--- config.mk ---
export PLATFORM = sky130hd
export DESIGN_NAME = alu_resp_tx
export DESIGN_NICKNAME = d
export VERILOG_FILES = /design/src/rtl/alu_resp_tx.sv
export SDC_FILE = /design/constraint.sdc
export NUM_CORES = 1
export LEC_CHECK = 0
export ABC_AREA = 1
export CAP_MARGIN = 30
export CORE_ASPECT_RATIO = 2
export CORE_MARGIN = 8
export CORE_UTILIZATION = 45
export DETAILED_ROUTE_END_ITERATION = 8
export PLACE_DENSITY_LB_ADDON = 0.2
export SYNTH_ARGS = -nofsm -noshare
export SYNTH_HDL_FRONTEND = slang
export SYNTH_SLANG_ARGS = --single-unit
--- constraint.sdc ---
create_clock -name clk_i -period 2.5 [get_ports clk_i]
set_input_delay 0.375 -clock clk_i [delete_from_list [all_inputs] [get_ports clk_i]]
set_output_delay 0.375 -clock clk_i [all_outputs]
set_load 0.005 [all_outputs]
--- src/rtl/alu_resp_tx.sv ---
// UART response transmitter: sends a 32-bit ALU result (4 bytes LSB first) or an
// echo byte stream as 8N1 frames (8E1 with UART_TX_PARITY_EN defined).
// Ports: clk_i/rst_ni; res_valid_i/res_ready_o/res_data_i result handshake;
// echo_valid_i/echo_ready_o/echo_data_i/echo_last_i echo handshake; tx_o line; busy_o.
module alu_resp_tx #(
  parameter int CLKS_PER_BIT = 868
) (
  input  logic        clk_i,
  input  logic        rst_ni,
  input  logic        res_valid_i,
  output logic        res_ready_o,
  input  logic [31:0] res_data_i,
  input  logic        echo_valid_i,
  output logic        echo_ready_o,
  input  logic [7:0]  echo_data_i,
  input  logic        echo_last_i,
  output logic        tx_o,
  output logic        busy_o
);

  localparam int CW = (CLKS_PER_BIT > 2) ? $clog2(CLKS_PER_BIT) : 1;
  localparam logic [CW-1:0] BIT_MAX = CW'(CLKS_PER_BIT - 1);

  typedef enum logic [1:0] {
    P_IDLE, P_RES, P_ECHO_SEND, P_ECHO_WAIT
  } pkt_e;

  typedef enum logic [1:0] {
    B_START, B_DATA, B_PARITY, B_STOP
  } bit_e;

  pkt_e          pkt_q, pkt_d;
  bit_e          bit_q, bit_d;
  logic [CW-1:0] cnt_q, cnt_d;
  logic [2:0]    idx_q, idx_d;
  logic [1:0]    byte_q, byte_d;
  logic [31:0]   sh_q, sh_d;
  logic          last_q, last_d;
  logic          tx_q, tx_d;
  logic          bit_end;
  logic [2:0]    idx_n;

  assign bit_end = (cnt_q == '0);
  assign idx_n   = idx_q + 3'd1;
  assign tx_o    = tx_q;
  assign busy_o  = (pkt_q != P_IDLE);

  always_ff @(posedge clk_i or negedge rst_ni) begin
    if (!rst_ni) begin
      pkt_q  <= P_IDLE;
      bit_q  <= B_START;
      cnt_q  <= '0;
      idx_q  <= '0;
      byte_q <= '0;
      sh_q   <= '0;
      last_q <= 1'b0;
      tx_q   <= 1'b1;
    end else begin
      pkt_q  <= pkt_d;
      bit_q  <= bit_d;
      cnt_q  <= cnt_d;
      idx_q  <= idx_d;
      byte_q <= byte_d;
      sh_q   <= sh_d;
      last_q <= last_d;
      tx_q   <= tx_d;
    end
  end

  always_comb begin
    pkt_d        = pkt_q;
    bit_d        = bit_q;
    cnt_d        = cnt_q;
    idx_d        = idx_q;
    byte_d       = byte_q;
    sh_d         = sh_q;
    last_d       = last_q;
    tx_d         = tx_q;
    res_ready_o  = 1'b0;
    echo_ready_o = 1'b0;

    unique case (pkt_q)
      P_IDLE: begin
        res_ready_o  = 1'b1;
        echo_ready_o = !res_valid_i;
        cnt_d        = '0;
        if (res_valid_i) begin
          pkt_d  = P_RES;
          sh_d   = res_data_i;
          byte_d = 2'd0;
          bit_d  = B_START;
          cnt_d  = BIT_MAX;
          tx_d   = 1'b0;
        end else if (echo_valid_i) begin
          pkt_d  = P_ECHO_SEND;
          sh_d   = {24'b0, echo_data_i};
          last_d = echo_last_i;
          bit_d  = B_START;
          cnt_d  = BIT_MAX;
          tx_d   = 1'b0;
        end
      end

      P_ECHO_WAIT: begin
        echo_ready_o = 1'b1;
        tx_d         = 1'b1;
        if (echo_valid_i) begin
          pkt_d  = P_ECHO_SEND;
          sh_d   = {24'b0, echo_data_i};
          last_d = echo_last_i;
          bit_d  = B_START;
          cnt_d  = BIT_MAX;
          tx_d   = 1'b0;
        end
      end

      default: begin
        // Echo source may hand over the next byte in the last stop cycle
        echo_ready_o = (pkt_q == P_ECHO_SEND) && (bit_q == B_STOP)
                       && bit_end && !last_q;
        cnt_d = bit_end ? BIT_MAX : cnt_q - CW'(1);
        if (bit_end) begin
          unique case (bit_q)
            B_START: begin
              bit_d = B_DATA;
              idx_d = 3'd0;
              tx_d  = sh_q[0];
            end
            B_DATA: begin
              if (idx_q == 3'd7) begin
`ifdef UART_TX_PARITY_EN
                bit_d = B_PARITY;
                tx_d  = ^sh_q[7:0];
`else
                bit_d = B_STOP;
                tx_d  = 1'b1;
`endif
              end else begin
                idx_d = idx_n;
                tx_d  = sh_q[idx_n];
              end
            end
            B_PARITY: begin
              bit_d = B_STOP;
              tx_d  = 1'b1;
            end
            B_STOP: begin
              bit_d = B_START;
              tx_d  = 1'b1;
              if (pkt_q == P_RES) begin
                if (byte_q == 2'd3) begin
                  pkt_d = P_IDLE;
                  cnt_d = '0;
                end else begin
                  byte_d = byte_q + 2'd1;
                  sh_d   = sh_q >> 8;
                  tx_d   = 1'b0;
                end
              end else if (last_q) begin
                pkt_d = P_IDLE;
                cnt_d = '0;
              end else if (echo_valid_i) begin
                sh_d   = {24'b0, echo_data_i};
                last_d = echo_last_i;
                tx_d   = 1'b0;
              end else begin
                pkt_d = P_ECHO_WAIT;
                cnt_d = '0;
              end
            end
          endcase
        end
      end
    endcase
  end

endmodule

==> results of run 1 <==
-- per-stage QoR --
| stage | hold WS, ns | utilization, % | std cells | area [um2] |
|---|---|---|---|---|
| final | 0.486 | 57.2 | 575 | 4130 |
| after global routing | 0.506 | 57.2 | 575 | 4130 |
| after CTS | 0.485 | 57.2 | 575 | 4130 |
| after detailed placement | 0.314 | 54.4 | 566 | 3920 |
| after global placement | 0.306 | 54.4 | 566 | 3920 |
| after floorplan | 0.0794 | - | 429 | 3330 |
-- final cells by class --
class | instances | area (um2) | area share (%)
multi-input combinational | 323 | 1770 | 42.8
sequential | 53 | 1330 | 32.2
timing repair buffer | 63 | 589 | 14.3
inverter | 36 | 136 | 3.31
clock buffer | 5 | 125 | 3.03
tap | 92 | 115 | 2.79
clock inverter | 3 | 65.1 | 1.58
-- sequential cells by signal, summed over array words and instances (netlist names) --
register	count
idx_q	3
tx_o	1
sh_q	32
last_q	1
cnt_q	10
bit_q	2
byte_q	2
pkt_q	2
-- power groups by stage --
stage / logic (mW) / registers (mW) / clock network, mW
after floorplan: 2.17 / 1.41 / 0
after global placement: 2.74 / 1.47 / 0
after detailed placement: 2.79 / 1.49 / 0
after CTS: 2.82 / 1.47 / 0.908
after global routing: 3.16 / 1.52 / 0.938
final: 2.82 / 1.48 / 0.894
-- per-layer routing --
metal  share of wire (%)  vias to the layer above  routed length (um)  track usage, %
met5                   0                        -                   0               0
met4                 2.6                        0                 236            7.65
met3                 4.0                       19                 367            3.20
met2                  57                       95                5230            36.0
met1                  36                     1506                3320            16.8
li1                    -                     1537                   -               -
-- Yosys cell counts, drive strengths merged --
cell | n | area (um2)
dfrtp | 52 | 1300
dfstp | 1 | 26.3
o22ai | 1 | 6.26
nor3 | 7 | 40.0
o21ai | 53 | 280
inv | 34 | 128
xnor2 | 2 | 17.5
clkinv | 2 | 8.75
o41ai | 1 | 8.76
nand2 | 140 | 531
ha | 14 | 175
nor2 | 32 | 145
xor2 | 1 | 8.76
a21oi | 12 | 60.1
or2 | 1 | 6.26
buf | 9 | 76.3
nand3b | 2 | 15.0
clkbuf | 8 | 33.8
a22oi | 9 | 67.6
mux2i | 7 | 70.1
a32o | 16 | 160
nand4 | 5 | 31.3
nand3 | 20 | 138
-- cell families after synthesis --
family	count (synthesis)	share of synthesized area (%)
xor+xnor	3	0.788
flops	53	39.8
mux	7	2.10
compound gates	92	17.5
buf+inv	53	7.39
simple gates	207	27.2
fa+ha+maj	14	5.25
-- layout by cell type (no fill, tap or decap), types with 2 or more instances in the layout --
cell and n:
sky130_fd_sc_hd__nand2_1 138, sky130_fd_sc_hd__dfrtp_1 52, sky130_fd_sc_hd__clkdlybuf4s50_1 46, sky130_fd_sc_hd__inv_1 31, sky130_fd_sc_hd__nor2_1 28, sky130_fd_sc_hd__o21ai_1 26, sky130_fd_sc_hd__o21ai_0 25, sky130_fd_sc_hd__nand3_1 17
sky130_fd_sc_hd__a32o_1 16, sky130_fd_sc_hd__ha_1 14, sky130_fd_sc_hd__buf_4 14, sky130_fd_sc_hd__a21oi_1 12, sky130_fd_sc_hd__a22oi_1 9, sky130_fd_sc_hd__mux2i_1 7, sky130_fd_sc_hd__nor3_1 6, sky130_fd_sc_hd__nand4_1 5
sky130_fd_sc_hd__clkbuf_16 5, sky130_fd_sc_hd__inv_2 3, sky130_fd_sc_hd__nor2_4 3, sky130_fd_sc_hd__nand3_4 3, sky130_fd_sc_hd__nand2_2 2, sky130_fd_sc_hd__clkinv_2 2, sky130_fd_sc_hd__xnor2_1 2, sky130_fd_sc_hd__nand3b_1 2
sky130_fd_sc_hd__bufinv_16 2
-- worst max-delay path by stage --
stage / start / to / slack [ns] / depth (start not counted)
finish: pkt_q[1] / sh_q[12] / 0.21 / 9
global route: pkt_q[0] / sh_q[20] / 0.03 / 9
CTS: pkt_q[0] / sh_q[20] / 0.24 / 9
detailed placement: res_valid_i / echo_ready_o / 0.18 / 5
global placement: res_valid_i / echo_ready_o / 0.22 / 5
floorplan: pkt_q[1] / echo_ready_o / 0.55 / 6
-- timing repair --
action,in CTS,in global routing
setup endpoints to repair,1,0
gates resized for setup,2,0
endpoints found under the hold margin,12,0
hold buffers,1,0
-- critical path: stages, from the launching register on --
cell	delay, ns
sky130_fd_sc_hd__dfrtp_1	0.43
sky130_fd_sc_hd__inv_1	0.09
sky130_fd_sc_hd__ha_1	0.33
sky130_fd_sc_hd__buf_4	0.23
sky130_fd_sc_hd__nand2_1	0.14
sky130_fd_sc_hd__inv_1	0.47
sky130_fd_sc_hd__buf_4	0.26
sky130_fd_sc_hd__a32o_1	0.14
sky130_fd_sc_hd__nand2_1	0.05
sky130_fd_sc_hd__nand2_1	0.07
==> reports/summary.md, run 1 <==
The flow ran to the end, and the final reports show no timing, DRC or antenna violations. Share of the cycle needed by the critical path after routing: 91.5%. The internal power of the cells totals 2.79 mW. The congestion estimate from routability-driven global placement came to 0.984.

The number of flip-flops and latches in the synthesized netlist was 53. The class of the tightest hold or removal check was register to register. Counting the fill cells in the layout gives 700. For the final routed database, the setup TNS stands at 0 ns. The initial utilization of the core area, before any placement, comes to 46.2%.

The post-route netlist has 8.70% of its cells at a drive strength greater than 1. The number of buffers added for setup after CTS is 0. No sink is reached through more buffers than the 2 on the longest clock path. The clock arrives with 0.00815 ns of skew. The total of endpoints with negative setup slack in the final report came out at 0. Buffer type at the clock tree root: sky130_fd_sc_hd__clkbuf_16. The launching element type of the critical path was a register. The count of antenna diodes in the layout is 0, and the maximum fanout encountered on the critical timing path is 19.

The number of hold-slack violations in the final timing report was 0. The total core area was 7210 um2; the count of final max-slew check failures was 0. The number of buffers added by the clock tree synthesis step is 5, and the portion of total power attributed to sequential cells is 28.5%. The die is 138 um tall. The number of top-level design ports is 49, and the critical path arrival is 2.52 ns. The total global routing track utilization is 17.9%, and the total number of placement rows is 44.

The logs give 35 for the number of distinct library cells after synthesis and 488 for the synthesized net count. For this block, the initial DRC count from the detailed router was 188. The cell area that synthesis handed to floorplanning was 3330 um2. The HPWL reported at the end of detailed placement was 6970 um; the port buffer count was 48. Across the run, the number of max-cap violations was 0. The number of antenna violations at the first check in global routing came out at 0. The tools report the area of the die as 10600 um2.

The analysis attributes to net switching a power of 2.40 mW. The run gives 0 as the number of nets with antenna violations after detailed routing. Summing the sequential cell areas from Yosys gives 39.8% of the chip area. The setup path with the least slack is of type register to register. The overall power is 5.19 mW, and the number of remaining DRC errors is 0. The clock drives 53 sinks. The sink of the worst hold path was sh_q[16]. After detailed routing, the average wire length per cell comes to 15.9 um. The worst-case IR drop observed on VDD is 0.731 mV.

For this run, the number of Yosys warnings is 0. Power density relative to cell area: 1260 nW/um2. The first global-routing pass estimated 15400 um of wire.

Summed over all cells, the static leakage comes to 2.00 nW. In this run the number of H-tree levels came out at 2. The share of total power dissipated in the clock network is 17.2%.

The worst register-to-register path has a depth of 9. Worst slew margin relative to its limit: 59.9%. The cell count after synthesis came out at 429. The critical hold path startpoint was sh_q[16]. The width of the die came out at 76.9 um.

STA classifies the critical path endpoint as a register. For the via count of the first global-routing pass, the log shows 3258. The startpoint of the worst register-to-register path was pkt_q[1]. Setup repair after global routing left no endpoint under its margin. The count of vias placed by the detailed router came out at 3157. Fmax: 0.437 GHz.

The post-synthesis average cell area is 7.77 um2. The tools report the end of the worst register-to-register path as sh_q[12]. The number of iterations in the first detailed-routing pass came out at 5. The number of instances on the worst hold path is 2, and the layout net count is 541. After layout, the minimum clock period comes to 2.29 ns. The sum of overflow across all layers after global routing came out at 0. The synthesis-to-finish area growth was 23.8%. In this run, the combinational gates consume 54.3% of the power.

Dividing the detail-routed via count by the number of cells gives 5.49. For flop-to-flop paths, the worst setup slack is 0.21 ns. The slew at the pin closest to its max-slew limit is 0.600 ns. The worst setup timing slack at the placement stage is 0.185 ns. In the post-route analysis, the smallest setup slack over all paths is 0.213 ns.

The maximum number of pins on one net before global-route repair came out at 27. The run gives 0.30 ns as the latest clock arrival within the worst-skew pair. Net switching is 46.2% of the power. After clock tree synthesis, the clock-pin slew on the worst setup and hold paths is 0.07 ns. Total wire length after detailed routing: 9160 um. The worst endpoint required time came out at 2.74 ns.

TritonCTS built the clock tree.
(Power assumes the default switching activity.)
==> run 2, diff against run 1 <==
==> constraint.sdc (replaced) <==
create_clock -name clk_i -period 2.9 [get_ports clk_i]
set_input_delay 0.435 -clock clk_i [delete_from_list [all_inputs] [get_ports clk_i]]
set_output_delay 0.435 -clock clk_i [all_outputs]
set_load 0.005 [all_outputs]
==> reports/summary.md, run 2 (synthesis gave the netlist of run 1 again) <==
For the detailed-routing wirelength on met1, the log shows 3210 um (-3.3%). The logs give 2 (unchanged) for the worst-case clock buffer depth and 4 (-1) for the number of iterations in the first detailed-routing pass. The sink count of the clock tree was 53 (unchanged); the synthesis-to-finish area growth was 21.1%. The final standard cell utilization of the core came out at 56.0% (-1.2 points). The width of the die came out at 76.9 um (unchanged). The number of hold-slack violations in the final timing report is 0 (unchanged). The run gives 0.29 ns (about the same) as the latest clock arrival within the worst-skew pair. Routed length per placed instance: 15.9 um (-0.42%). The tools report the total global routing track utilization as 17.5% (-0.33 points).

The worst register-to-register path begins at pkt_q[1]. The run gives 534 (-1.3%) as the layout net count. The CTS clock-pin slew for the worst setup and hold paths is 0.07 ns (about the same).

Slew at the pin closest to its max-slew limit: 0.710 ns (+0.110 ns). The type of element capturing the critical path was a primary output. The total core area was 7210 um2 (unchanged); the worst endpoint required time was 2.47 ns (-0.27 ns). The logs give 8990 um (-1.8%) for the total wire length after detailed routing and 0 (unchanged) for the number of nets with antenna violations after detailed routing.

The effective utilization at floorplan is 46.2% (unchanged). The routed design could run at a clock period as short as 2.75 ns. For the reg2reg setup slack, the log shows 0.65 ns (+0.44 ns). The run gives 0.879 (-11%) as the routability congestion estimate. The run gives 2.32 ns (-0.20 ns) as the critical path arrival. Share of cells above drive strength 1: 7.37% (-1.3 points). STA classifies the critical path startpoint as a register.

The tools report the setup slack after layout as 0.145 ns (-0.0674 ns). The vertical die dimension is 138 um (unchanged). Setup repair after global routing left no endpoint under its margin. The met3 layer wire length in the routed design was 387 um (+5.4%); the worst setup timing slack at the placement stage was 0.448 ns (+0.264 ns). The run gives 5 (unchanged) as the number of buffers added by the clock tree synthesis step. The largest registers in the layout are sh_q (32), cnt_q (10), idx_q (3).

Highest metal layer used by the detailed router: met4. The run gives 0 ns (unchanged) as the total negative slack. The logs give 0 (unchanged) for the number of antenna violations at the first check in global routing and 5140 um (-1.8%) for the routed length on met2.

The logs give 207 (+10%) for the DRC violation total after the first TritonRoute iteration and 4.34 mW (-16%) for the overall power. The tools report the worst slew margin relative to its limit as 52.7% (-7.3 points). The flow ran to the end, and the final reports show no timing, DRC or antenna violations. Maximum vdd ir drop: 0.556 mV (-24%). The power density relative to cell area was 1070 nW/um2 (-15%). The count of vias placed by the detailed router is 3089 (-2.2%), and the max capacitance violation total is 0 (unchanged). The number of top-level design ports is 49 (unchanged), and the maximum fanout encountered on the critical timing path is 5 (-14). The share of the cycle needed by the critical path after routing came out at 95.0%. The via density per instance is 5.45 (-0.77%), and the cell depth of the worst flop-to-flop path is 9 (unchanged). The tools report the buffer type at the clock tree root as sky130_fd_sc_hd__clkbuf_16. For the maximum number of pins on one net before global-route repair, the log shows 54 (+100%).

The worst register-to-register path ends at sh_q[4]. The number of remaining DRC errors was 0 (unchanged); the port buffer count was 48 (unchanged). For the static leakage power, the log shows 1.94 nW (-2.8%). The library cell used most frequently in the layout, excluding fill and tap cells, is sky130_fd_sc_hd__nand2_1. The run gives 0 (unchanged) as the total of endpoints with negative setup slack in the final report. TritonCTS built the clock tree. The run gives 14800 um (-4.2%) as the global-route wire length before repair.

The number of buffers added for setup after CTS is 0 (unchanged), and the via count of the first global-routing pass is 3090 (-5.2%). Register bank with the most flops: sh_q. In this run the worst hold path is classified as primary input to async pin.

The area of the die is 10600 um2 (unchanged), and the count of antenna diodes in the layout is 0 (unchanged). The worst setup path category is register to primary output. In the layout the commonest cells are 138 x sky130_fd_sc_hd__nand2_1, 52 x sky130_fd_sc_hd__dfrtp_1, 47 x sky130_fd_sc_hd__clkdlybuf4s50_1. The number of flip-flops in the largest register is 32 (unchanged). The logs give 6790 um (-2.5%) for the HPWL reported at the end of detailed placement and 2 (unchanged) for the number of H-tree levels.

The total number of placement rows is 44 (unchanged), and the sum of overflow across all layers after global routing is 0 (unchanged). The logs give 0.363 GHz for the fmax and 0 (unchanged) for the count of final max-slew check failures. For the worst-case clock skew, the log shows 0.00626 ns (-0.00189 ns).
[run 2: critical path, stage by stage (launching register included)]
cell                              delay [ns]
sky130_fd_sc_hd__dfrtp_1                0.36
sky130_fd_sc_hd__inv_1                  0.11
sky130_fd_sc_hd__ha_1                   0.27
sky130_fd_sc_hd__nand2_2                0.13
sky130_fd_sc_hd__nor2_4                 0.14
sky130_fd_sc_hd__nand3_4                0.12
sky130_fd_sc_hd__o41ai_1                0.31
sky130_fd_sc_hd__clkdlybuf4s50_1        0.60
[run 2: worst max-delay path by stage]
| stage | from | endpoint | slack (ns) | cells past startpoint |
|---|---|---|---|---|
| 2_1_floorplan | pkt_q[1] | echo_ready_o | 0.89 | 6 |
| 3_3_place_gp | cnt_q[0] | echo_ready_o | 0.46 | 7 |
| 3_5_place_dp | cnt_q[0] | echo_ready_o | 0.45 | 7 |
| 4_1_cts | cnt_q[0] | echo_ready_o | 0.13 | 7 |
| 5_1_grt | cnt_q[0] | echo_ready_o | 0.002 | 7 |
| 6_report | cnt_q[0] | echo_ready_o | 0.15 | 7 |
[run 2: area by class of cell]
type	instances	area, um2
fill	732	3170
multi-input combinational	323	1760
sequential	53	1330
timing repair buffer	56	536
inverter	36	136
clock buffer	5	125
tap	92	115
clock inverter	2	35.0
[run 2: metal layers]
metal  vias to the layer above  track usage, %
li1                       1522               -
met5                         -               0
met3                        21            3.73
met2                        90            34.6
met1                      1456            16.4
met4                         0            8.41
[run 2: timing repair]
| item | CTS | global route |
|---|---|---|
| setup endpoints to repair | 0 | 1 |
| resized for setup | 0 | 1 |
| hold buffers | 0 | 0 |
[run 2: metrics by stage]
step           instance area (um2)  hold slack, ns  instances
2_1_floorplan                 3330           0.139        429
3_3_place_gp                  3870           0.463        560
3_5_place_dp                  3870           0.470        560
4_1_cts                       4040           0.299        567
5_1_grt                       4040           0.337        567
6_report                      4040           0.242        567
[run 2: where the power goes]
part           internal [mW]  switching, mW  leakage, nW
logic                  0.837           1.55         1.17
clock network          0.401          0.269       0.0797
registers               1.05          0.226        0.691
